[config.mk]
export PLATFORM = sky130hd
export DESIGN_NAME = id_ex_reg
export DESIGN_NICKNAME = d
export VERILOG_FILES = /design/src/rtl/mips_pkg.sv /design/src/rtl/pipe_field.sv /design/src/rtl/id_ex_reg.sv
export SDC_FILE = /design/constraint.sdc
export NUM_CORES = 1
export LEC_CHECK = 0
export ABC_AREA = 1
export BUFFER_PORTS_ARGS = -buffer_cell sky130_fd_sc_hd__buf_2
export CORE_ASPECT_RATIO = 0.7
export CORE_MARGIN = 10
export CORE_UTILIZATION = 50
export CTS_CLUSTER_DIAMETER = 80
export DETAILED_ROUTE_END_ITERATION = 6
export GPL_TIMING_DRIVEN = 0
export PLACE_DENSITY = 0.95
export SETUP_SLACK_MARGIN = 0.15
export SYNTH_ARGS = -nofsm -noshare
export SYNTH_HDL_FRONTEND = slang
export SYNTH_SLANG_ARGS = --single-unit
[constraint.sdc]
create_clock -name i_clk -period 1.6 [get_ports i_clk]
set_input_delay 0.16 -clock i_clk [delete_from_list [all_inputs] [get_ports i_clk]]
set_output_delay 0.16 -clock i_clk [all_outputs]
set_load 0.02 [all_outputs]
[src/rtl/mips_pkg.sv]
// Shared pipeline definitions: control bundle layouts, bubble constants and
// the small enums used by the ID/EX pipeline register.
package mips_pkg;

    // Control bundle widths
    localparam int CTRL_EX_W = 6;  // {reg_dst, alu_src, alu_op[3:0]}
    localparam int CTRL_M_W  = 3;  // {mem_read, mem_write, branch}
    localparam int CTRL_WB_W = 2;  // {reg_write, mem_to_reg}

    // EX bundle field positions
    localparam int EX_REG_DST    = 5;
    localparam int EX_ALU_SRC    = 4;
    localparam int EX_ALU_OP_MSB = 3;
    localparam int EX_ALU_OP_LSB = 0;

    // MEM bundle field positions
    localparam int M_MEM_READ  = 2;
    localparam int M_MEM_WRITE = 1;
    localparam int M_BRANCH    = 0;

    // WB bundle field positions
    localparam int WB_REG_WRITE  = 1;
    localparam int WB_MEM_TO_REG = 0;

    // Shift amount lives in imm[10:6] of an R-type encoding
    localparam int SHAMT_MSB = 10;
    localparam int SHAMT_LSB = 6;
    localparam int SHAMT_W   = SHAMT_MSB - SHAMT_LSB + 1;

    // A bubble is a no-op: no register write, no memory access, no branch
    localparam logic [CTRL_EX_W-1:0] CTRL_EX_BUBBLE = '0;
    localparam logic [CTRL_M_W-1:0]  CTRL_M_BUBBLE  = '0;
    localparam logic [CTRL_WB_W-1:0] CTRL_WB_BUBBLE = '0;

    // What every field register does on the coming edge (reset is separate)
    typedef enum logic [1:0] {
        ACT_LOAD  = 2'd0,
        ACT_HOLD  = 2'd1,
        ACT_CLEAR = 2'd2
    } field_act_e;

    // Observability-only indicator: did the last edge hold the contents?
    typedef enum logic {
        ST_RUN  = 1'b0,
        ST_HELD = 1'b1
    } hold_state_e;

endpackage

[src/rtl/pipe_field.sv]
// One pipeline-register field with synchronous reset, clear (bubble), load
// and hold. Reset and clear both drive CLEAR_VAL; reset wins over everything.
module pipe_field #(
    parameter int               WIDTH     = 1,
    parameter logic [WIDTH-1:0] CLEAR_VAL = '0
) (
    input  logic             i_clk,
    input  logic             i_reset,
    input  logic             i_clear,
    input  logic             i_load,
    input  logic [WIDTH-1:0] i_d,
    output logic [WIDTH-1:0] o_q
);

    // Field register: reset > clear > load > hold
    always_ff @(posedge i_clk) begin
        // NOTE: non-blocking assignments keep every flop sampling pre-edge values.
        if (i_reset) begin
            o_q <= CLEAR_VAL;
        end else if (i_clear) begin
            o_q <= CLEAR_VAL;
        end else if (i_load) begin
            o_q <= i_d;
        end
    end

endmodule

[src/rtl/id_ex_reg.sv]
// ID/EX pipeline register. Every output except o_shamt comes straight from a
// flop. Edge priority: reset > freeze (!enable) > flush > stall > load, and a
// load of a non-valid instruction becomes a bubble.
module id_ex_reg
    import mips_pkg::*;
#(
    parameter int NB_DATA    = 32,
    parameter int NB_REG     = 5,
    parameter int NB_CTRL_EX = CTRL_EX_W,
    parameter int NB_CTRL_M  = CTRL_M_W,
    parameter int NB_CTRL_WB = CTRL_WB_W
) (
    input  logic                  i_clk,
    input  logic                  i_reset,
    input  logic                  i_enable,
    input  logic                  i_stall,
    input  logic                  i_flush,
    input  logic                  i_valid,
    input  logic [NB_DATA-1:0]    i_pc4,
    input  logic [NB_DATA-1:0]    i_rs_data,
    input  logic [NB_DATA-1:0]    i_rt_data,
    input  logic [NB_DATA-1:0]    i_imm_ext,
    input  logic [NB_REG-1:0]     i_rs,
    input  logic [NB_REG-1:0]     i_rt,
    input  logic [NB_REG-1:0]     i_rd,
    input  logic [NB_CTRL_EX-1:0] i_ctrl_ex,
    input  logic [NB_CTRL_M-1:0]  i_ctrl_m,
    input  logic [NB_CTRL_WB-1:0] i_ctrl_wb,
    output logic                  o_valid,
    output logic [NB_DATA-1:0]    o_pc4,
    output logic [NB_DATA-1:0]    o_rs_data,
    output logic [NB_DATA-1:0]    o_rt_data,
    output logic [NB_DATA-1:0]    o_imm_ext,
    output logic [NB_REG-1:0]     o_rs,
    output logic [NB_REG-1:0]     o_rt,
    output logic [NB_REG-1:0]     o_rd,
    output logic [NB_CTRL_EX-1:0] o_ctrl_ex,
    output logic [NB_CTRL_M-1:0]  o_ctrl_m,
    output logic [NB_CTRL_WB-1:0] o_ctrl_wb,
    output logic [SHAMT_W-1:0]    o_shamt
);

    field_act_e  act;
    logic        fld_load;
    logic        fld_clear;
    hold_state_e state;
    hold_state_e state_next;

    // Decode the per-edge action shared by every field
    always_comb begin
        // NOTE: default first so every path assigns act and no latch is inferred.
        act = ACT_LOAD;
        if (!i_enable) begin
            act = ACT_HOLD;
        end else if (i_flush) begin
            act = ACT_CLEAR;
        end else if (i_stall) begin
            act = ACT_HOLD;
        end else if (!i_valid) begin
            act = ACT_CLEAR;
        end
        fld_load  = (act == ACT_LOAD);
        fld_clear = (act == ACT_CLEAR);
    end

    // Hold indicator register
    always_ff @(posedge i_clk) begin
        if (i_reset) begin
            state <= ST_RUN;
        end else begin
            state <= state_next;
        end
    end

    // Hold indicator next state: HELD exactly when this edge holds contents
    always_comb begin
        state_next = ST_RUN;
        if (act == ACT_HOLD) begin
            state_next = ST_HELD;
        end
    end

    pipe_field #(.WIDTH(1)) u_valid (
        .i_clk(i_clk), .i_reset(i_reset), .i_clear(fld_clear), .i_load(fld_load),
        .i_d(i_valid), .o_q(o_valid)
    );

    pipe_field #(.WIDTH(NB_DATA)) u_pc4 (
        .i_clk(i_clk), .i_reset(i_reset), .i_clear(fld_clear), .i_load(fld_load),
        .i_d(i_pc4), .o_q(o_pc4)
    );

    pipe_field #(.WIDTH(NB_DATA)) u_rs_data (
        .i_clk(i_clk), .i_reset(i_reset), .i_clear(fld_clear), .i_load(fld_load),
        .i_d(i_rs_data), .o_q(o_rs_data)
    );

    pipe_field #(.WIDTH(NB_DATA)) u_rt_data (
        .i_clk(i_clk), .i_reset(i_reset), .i_clear(fld_clear), .i_load(fld_load),
        .i_d(i_rt_data), .o_q(o_rt_data)
    );

    pipe_field #(.WIDTH(NB_DATA)) u_imm_ext (
        .i_clk(i_clk), .i_reset(i_reset), .i_clear(fld_clear), .i_load(fld_load),
        .i_d(i_imm_ext), .o_q(o_imm_ext)
    );

    pipe_field #(.WIDTH(NB_REG)) u_rs (
        .i_clk(i_clk), .i_reset(i_reset), .i_clear(fld_clear), .i_load(fld_load),
        .i_d(i_rs), .o_q(o_rs)
    );

    pipe_field #(.WIDTH(NB_REG)) u_rt (
        .i_clk(i_clk), .i_reset(i_reset), .i_clear(fld_clear), .i_load(fld_load),
        .i_d(i_rt), .o_q(o_rt)
    );

    pipe_field #(.WIDTH(NB_REG)) u_rd (
        .i_clk(i_clk), .i_reset(i_reset), .i_clear(fld_clear), .i_load(fld_load),
        .i_d(i_rd), .o_q(o_rd)
    );

    pipe_field #(
        .WIDTH(NB_CTRL_EX), .CLEAR_VAL(NB_CTRL_EX'(CTRL_EX_BUBBLE))
    ) u_ctrl_ex (
        .i_clk(i_clk), .i_reset(i_reset), .i_clear(fld_clear), .i_load(fld_load),
        .i_d(i_ctrl_ex), .o_q(o_ctrl_ex)
    );

    pipe_field #(
        .WIDTH(NB_CTRL_M), .CLEAR_VAL(NB_CTRL_M'(CTRL_M_BUBBLE))
    ) u_ctrl_m (
        .i_clk(i_clk), .i_reset(i_reset), .i_clear(fld_clear), .i_load(fld_load),
        .i_d(i_ctrl_m), .o_q(o_ctrl_m)
    );

    pipe_field #(
        .WIDTH(NB_CTRL_WB), .CLEAR_VAL(NB_CTRL_WB'(CTRL_WB_BUBBLE))
    ) u_ctrl_wb (
        .i_clk(i_clk), .i_reset(i_reset), .i_clear(fld_clear), .i_load(fld_load),
        .i_d(i_ctrl_wb), .o_q(o_ctrl_wb)
    );

    // Shift amount is a pure slice of the registered immediate
    assign o_shamt = o_imm_ext[SHAMT_MSB:SHAMT_LSB];

endmodule

# After elaboration in Yosys (flattened, before gate mapping)

Index checks and enable logic that the tools add are counted.

Register bits after elaboration: 155
Bits in latches: 0
RAM bits: 0
ROM bits: 0
Input port bits: 160
Output and inout port bits: 160
Word-level logic and storage cells: 18
Memories: 0

Add/subtract/negate cells: 0
$mul: 0
Divide/modulo/power cells: 0
$lt $le $gt $ge: 0
Equal/unequal tests: 1
Shift operators: 0
Multiplexer cells: 4
Bitwise gates (word level): 0
Reduce and logical (&&, ||, !) cells: 2

Operators with widths:

| cell                                       | count |
|---|---|
| 2-bit 2-to-1 mux                           | 4 |
| 2-bit equality test, second input constant | 1 |
| 2-bit logical NOT                          | 1 |
| 2-bit OR reduction                         | 1 |

# Depth between registers and ports, before layout

Gate-level depths: netlist (run 1).

Depth after elaboration: 6
Gate-level depth with buffers: 8
Depth with buffers taken out: 6

# Modules after synthesis

From an unflattened synthesis (run 1), not the netlist that was laid out.

Cell total of the unflattened synthesis: 997
Area total of the unflattened synthesis: 6,640.1 sq um

By module, submodules not included:

| module                     | instances | cells an instance | area each (sq um) | seq. area each (sq um) |
|---|---|---|---|---|
| pipe_field (u_imm_ext ...) | 4         | 203               | 1,353.8           | 640.6 |
| pipe_field (u_rd ...)      | 3         | 32                | 216.5             | 100.1 |
| pipe_field (u_ctrl_ex)     | 1         | 38                | 255.2             | 120.1 |
| pipe_field (u_ctrl_m)      | 1         | 19                | 122.6             | 60.1 |
| pipe_field (u_ctrl_wb)     | 1         | 13                | 88.8              | 40.0 |
| id_ex_reg                  | 1         | 12                | 63.8              | 0.0 |
| pipe_field (u_valid)       | 1         | 7                 | 45.0              | 20.0 |

# Least setup slack after synthesis (run 1)

Ideal clock, no wire load.

Path kind: input to register
Start point: in i_enable
End point: reg u_pc4.o_q[0]
Setup time: 0.113 ns
Data arrival time: 0.925 ns
Required time: 1.487 ns
Slack: 0.563 ns
Stages: 7
Buffers on the path: 4
Cell sequence: buf_2 nand3_1 buf_4 buf_8 buf_6 nand3_1 nor2_1

Cells in the longest elaborated chain, start to end: 3
Elaborated cells on any way between the ends: 4
Those cells by class: 1 x eq/ne; 1 x mux; 2 x reduce/logical

RTL lines:

| item                                | line             | source |
|---|---|---|
| start, declared                     | id_ex_reg.sv:15  | `input logic i_enable,` |
| 2-bit 2-to-1 mux *                  | id_ex_reg.sv:53  | `if (!i_enable) begin` |
| 2-bit equality test                 | id_ex_reg.sv:63  | `fld_clear = (act == ACT_CLEAR);` |
| 2-bit OR reduction (no source line) | n/a              |  |
| end signal, assigned                | pipe_field.sv:23 | `o_q <= i_d;` |
| end, declared                       | pipe_field.sv:12 | `output logic [WIDTH-1:0] o_q` |

Mark *: on every way between the ends. The rest lies on a longest branch, timed or not.
A chain may end at the register's enable or synchronous reset.

# Worst setup path in the final report (run 1)

Start point: in i_reset
End point: reg u_rs_data.o_q[14]

Cells in the longest elaborated chain, start to end: 1

RTL lines:

| item                                | line             | source |
|---|---|---|
| start, declared                     | id_ex_reg.sv:14  | `input logic i_reset,` |
| 2-bit OR reduction (no source line) | n/a              |  |
| end signal, assigned                | pipe_field.sv:23 |  |
| end, declared                       | pipe_field.sv:12 |  |

Every way passes these cells.

==> results.json, run 1 <==
{
  "slew_viol_final": 0,
  "nets": 1634,
  "postLayoutCellArea_um2": 10310,
  "grt_usage_pct": 31.79,
  "cts_setup_buffers": 0,
  "drt_iter0_drc": 866,
  "antenna_found_initial": 2,
  "placed_area_um2": 8453,
  "cts_tree": "done",
  "synth_cell_types": 17,
  "htree_levels": 4,
  "dr_total_vias": 8678,
  "finClkSkew_ps": 0,
  "reg2reg_slack_ps": 620,
  "ir_drop_mv": 0.8095,
  "routedWlPerCell_um": 18.43,
  "place.gp.congestion": 0.8389,
  "die_w_um": 157.9,
  "rsz0062_at_grt": "false",
  "crit_path_top_delay_cell": "buf_1",
  "cap_violations": 0,
  "crit_fanout": 10,
  "hold_violations": 1,
  "final_core_util_pct": 78.73,
  "detail-route-antenna-nets": 0,
  "clockBufferDepth": 2,
  "netlist_top_cells_area": "dfxtp_1 (47%), nor2_1 (17%), nand3_1 (12%)",
  "nFillCells": 787,
  "initial_core_util_pct": 50.82,
  "period_minus_slack_ps": 1337,
  "path_cells": "buf_2 -> inv_2 -> buf_1 -> buf_2 -> nand3_1 -> nor2_1",
  "worst_pin_slew_ps": 566.9,
  "worst_hold_path.num_cells": 3,
  "synth_top_area_share_pct": 46.63,
  "holdWs_ps": -0.5341,
  "cts_buffers": 17,
  "leakage_nw": 5.800,
  "total_power_mw": 10.42,
  "cts.reportedPaths.clkPinSlew_ps": 70,
  "holdPathEnd": "u_imm_ext.o_q[20]",
  "hold_buffers": 128,
  "clock.fmax_ghz": 0.7481,
  "slew_headroom_pct": 62.21,
  "crit_path_start": "i_reset",
  "post_cts_resize_count": 0,
  "areaGrowthSynthToFinish_pct": 54.93,
  "gr-total-overflow": 0,
  "status": "complete, but fails checks",
  "tns_ps": 0,
  "r2r-start": "u_rs_data.o_q[14]",
  "path_class": "input port to flip-flop",
  "worstRegToRegCells": 4,
  "fin_crit_sh_pct": 83.55,
  "ys_seq_elements": 155,
  "finalSetupViolCount": 0,
  "grt_pass1_wl_um": 46130,
  "critPathCaptureType": "flip-flop",
  "drive_gt1_share_pct": 26.83,
  "fin_ws_ps": 263.2,
  "min_path_type": "input port to flip-flop",
  "detail_route.wirelength_um": 30570,
  "port_buffers": 318,
  "dieHeight_um": 116.5,
  "via_per_inst": 5.234,
  "fp.coreArea_um2": 13090,
  "synth.largest_area_cell": "dfxtp_1",
  "clock_tree.root_cell": "clkbuf_16",
  "die_area_um2": 18400,
  "dp_slack_ps": 11.04,
  "avgSynthCellArea_um2": 6.595,
  "grt_pass1_vias": 8730,
  "synth_warnings": 0,
  "hpwl_um": 17580,
  "core.rowCount": 35,
  "drc": 4,
  "synthCells": 1009,
  "clk_latency_ps": 410,
  "worstPathArrival_ps": 1640,
  "drt-pass1-iter-count": 7,
  "yosysSeqAreaShare_pct": 46.63,
  "synth_fp_nets": 1169,
  "crit_top_cell": "buf_2",
  "violations": "design-rule violations, negative hold slack",
  "grt_max_degree": 17,
  "boundaryPins": 320,
  "cp.required_ps": 1900,
  "critPathLaunchType": "input port",
  "cts.sinks": 155,
  "worstHoldStart": "i_imm_ext[20]",
  "r2r-end": "u_rs_data.o_q[14]",
  "cp_slowest_stage_delay_ps": 460,
  "syn_area_um2": 6654,
  "power.density_nw_per_um2": 1011
}
per-stage QoR:
stage	hold slack, ps	cells
after floorplan	294.9	1009
after global placement	379.2	1493
final	-0.5341	1658
after CTS	1.122	1653
after global routing	0.01285	1654
after detailed placement	384.4	1493
cells by family after synthesis:
group,after synthesis,synth area share [%]
compound gates,1,0.07514
buf+inv,229,14.69
flops,155,46.63
simple gates,624,38.60
cell usage in the layout (no fill, tap or decap), types with 9 or more instances in the layout:
cell           synthesis  final
inv_1                156    156
nor2_1               308    308
nand3_1              154    154
buf_1                  9      9
dlygate4sd3_1          0    128
nand2_1              157    157
clkbuf_16              0     17
clkbuf_1              18     19
buf_2                 31    349
dfxtp_1              155    155
where the power goes:
| group | leakage (nW) | switching (mW) | internal (mW) | total, mW |
|---|---|---|---|---|
| logic | 4.26 | 1.39 | 0.863 | 2.25 |
| registers | 1.28 | 0.171 | 4.15 | 4.32 |
| clock network | 0.265 | 1.74 | 2.12 | 3.86 |
| total | 5.80 | 3.29 | 7.13 | 10.4 |
state kept, by name, indices dropped and copies added, names as in the netlist:
register	count
u_pc4.o_q	32
u_rt.o_q	5
u_ctrl_ex.o_q	6
u_valid.o_q	1
u_ctrl_m.o_q	3
u_ctrl_wb.o_q	2
u_rd.o_q	5
u_rt_data.o_q	32
u_rs_data.o_q	32
u_rs.o_q	5
u_imm_ext.o_q	32
metal layers:
metal / vias to the layer above / track usage [%] / part of all wire, %
met5: - / 0 / 0.043
met4: 2 / 17.14 / 5.5
met3: 166 / 12.84 / 13
met2: 694 / 55.02 / 48
met1: 3895 / 32.59 / 33
li1: 3921 / - / -
synthesized netlist by cell type:
library cell,n
nand3_4,1
dfxtp_1,155
nand2_1,157
buf_1,9
inv_2,2
inv_1,156
nor2_2,1
buf_8,1
nand2_4,2
buf_6,6
clkbuf_1,18
nand4_1,1
nor2_1,308
nand3_1,154
buf_4,6
buf_2,31
a21oi_1,1
worst max-delay path by stage:
stage,to
2_1_floorplan,u_pc4.o_q[0]
3_3_place_gp,u_pc4.o_q[11]
3_5_place_dp,u_rs_data.o_q[14]
4_1_cts,o_shamt[3]
5_1_grt,u_rs_data.o_q[14]
6_report,u_rs_data.o_q[14]
area by class of cell:
type                       count  area (um^2)  share of cell area (%)
clock inverter                12        105.1                   1.020
sequential                   155         3103                   30.10
clock buffer                  20        456.7                   4.430
buffer                        71        384.1                   3.726
tap                          166        207.7                   2.015
timing repair buffer         446         2873                   27.87
inverter                     158        593.1                   5.753
multi-input combinational    625         2574                   24.97
antenna                        5        12.51                  0.1214
critical path, delay by kind of cell:
kind,cells,cell delay [ps]
buffers and inverters,4,1120
and+or+nand+nor,2,340
(Power assumes the default switching activity.)
==> inputs of run 2 (changes only) <==
CORE_UTILIZATION = 46   (was 50)
PLACE_DENSITY = 0.92   (was 0.95)
clock period = 1.3 ns   (was 1.6 ns; I/O delays follow)
==> run 2 against run 1 <==
Compared with the run above:
- the flow now finishes without violations
- worst hold slack gained 79 ps
- clock skew is the same
- sequential power grew 23%
- sequential share of layout area shrank 1.1 points
- utilization shrank 2.4 points
- critical path type unchanged
- largest cell class unchanged
- largest power group is now clock
==> results.json, run 2 (synthesized netlist as in run 1, its figures left out) <==
{
  "postLayoutCellArea_um2": 10730,
  "path_class": "input port to flip-flop",
  "power_switching_mw": 4.111,
  "grt_pass1_wl_um": 49040,
  "cts.reportedPaths.clkPinSlew_ps": 60,
  "clock.fmax_ghz": 0.8798,
  "holdWs_ps": 78.14,
  "crit_fanout": 10,
  "total_power_mw": 13.59,
  "critPathLaunchType": "input port",
  "mostFrequentLayoutCell": "buf_2",
  "detail_route.wirelength_um": 32630,
  "dieHeight_um": 120.6,
  "cts_buffers": 17,
  "pwr-share-comb_pct": 21.3,
  "htree_levels": 4,
  "boundaryPins": 320,
  "seq_power_share_pct": 39.3,
  "clock_tree.root_cell": "clkbuf_16",
  "nFillCells": 849,
  "slew_headroom_pct": 58.96,
  "path_cells": "buf_2 -> inv_2 -> nand2_4 -> nand3_4 -> buf_2 -> buf_2 -> nor2_1 -> nor2_1",
  "seq_area_um2": 3109,
  "place.gp.congestion": 0.8745,
  "p_sw_share_pct": 30.25,
  "final_cell_mix": "buf_2 (338), nor2_1 (308), nand2_1 (157)",
  "fp.coreArea_um2": 14050,
  "drc": 0,
  "via_per_inst": 5.258,
  "worst_pin_slew_ps": 615.6,
  "drive_gt1_share_pct": 26.80,
  "initial_core_util_pct": 47.35,
  "detail-route-antenna-nets": 0,
  "cts.sinks": 155,
  "drt_iter0_drc": 1241,
  "grt_max_degree": 20,
  "cp.required_ps": 1630,
  "finClkSkew_ps": 0,
  "worstPathArrival_ps": 1470,
  "fin_crit_sh_pct": 87.43,
  "rsz0062_at_grt": "true",
  "core.rowCount": 36,
  "critPathCaptureType": "flip-flop",
  "clk_latency_ps": 410,
  "nets": 1659,
  "hold_violations": 0,
  "slew_viol_final": 0,
  "tns_ps": 0,
  "dp_slack_ps": -288.4,
  "cp_slowest_stage_delay_ps": 310,
  "grt_usage_pct": 31.04,
  "clockPowerShare_pct": 39.5,
  "clockBufferDepth": 2,
  "status": "complete, no violations",
  "crit_path_top_delay_cell": "buf_2",
  "fin_ws_ps": 163.4,
  "die_area_um2": 19750,
  "areaGrowthSynthToFinish_pct": 61.23,
  "die_w_um": 163.8,
  "dr_total_vias": 8980,
  "period_minus_slack_ps": 1137,
  "gr-total-overflow": 0,
  "antenna_found_initial": 7,
  "grt_pass1_vias": 8954,
  "leakage_nw": 5.956,
  "power.density_nw_per_um2": 1267,
  "routedWlPerCell_um": 19.10,
  "port_buffers": 318,
  "dp.cells": 1517,
  "fin_cells": 1708,
  "drt-pass1-iter-count": 7,
  "hpwl_um": 17580,
  "min_path_type": "input port to flip-flop",
  "multi_input_area_um2": 2574,
  "crit_top_cell": "buf_2",
  "finalSetupViolCount": 0,
  "placed_area_um2": 8483,
  "internal_power_mw": 9.481,
  "ir_drop_mv": 0.9508,
  "final_core_util_pct": 76.34,
  "cap_violations": 0,
  "critical_path_buf_inv_count": 4,
  "cts_tree": "done",
  "crit_family": "buffers and inverters"
}
## run 2: changes by cell type in the layout (fill, tap and decap cells not counted), moves of 4 or more
| cell | delta |
|---|---|
| buf_6 | +10 |
| dfxtp_1 | -5 |
| bufinv_16 | +4 |
| dfxtp_2 | +5 |
| buf_2 | -11 |
| dlygate4sd3_1 | +25 |
## run 2: per-layer routing
metal | GRT usage (%) | part of all wire [%] | vias to the layer above
li1 | - | - | 3970
met1 | 32.87 | 34 | 4021
met2 | 52.97 | 47 | 800
met3 | 11.05 | 13 | 189
met4 | 17.54 | 6.3 | 0
met5 | 0 | 0 | -
## run 2: area by class of cell
cell class / count / share of cell area (%)
Timing Repair Buffer: 472 / 29.59
Sequential cell: 155 / 28.98
Multi-Input combinational cell: 625 / 23.99
Inverter: 158 / 5.528
Clock buffer: 18 / 4.000
Buffer: 70 / 3.756
Tap cell: 190 / 2.216
Clock inverter: 13 / 1.773
Antenna cell: 7 / 0.1633
## run 2: worst register-to-register path, cell delays in order, from the launching register on
cell and delay, ps:
dfxtp_1 390, inv_1 60, nand2_1 70, nand3_1 90, nor2_1 200
## run 2: path summary, 6_finish.rpt
check	from	endpoint	slack [ps]	cells after the start
max reg2reg	u_ctrl_ex.o_q[0]	u_ctrl_ex.o_q[0]	400	4
min reg2reg	u_valid.o_q	u_valid.o_q	500	2
min	i_pc4[19]	u_pc4.o_q[19]	80	5
max	i_flush	u_rs_data.o_q[23]	160	8
## run 2: timing repair
| action | 4_1_cts | 5_1_grt |
|---|---|---|
| setup buffers | 1 | 0 |
| hold endpoints to repair | 153 | 0 |
| hold buffers | 153 | 0 |
| gates resized for setup | 15 | 14 |
| setup endpoints to repair | 8 | 12 |
## run 2: power groups by stage
stage	clock [mW]	combinational [mW]	sequential, mW
after global routing	5.57	3.07	5.36
after CTS	5.35	2.67	5.28
after detailed placement	0	2.27	5.38
after floorplan	0	0.936	5.81
final	5.37	2.89	5.33
after global placement	0	2.23	5.36
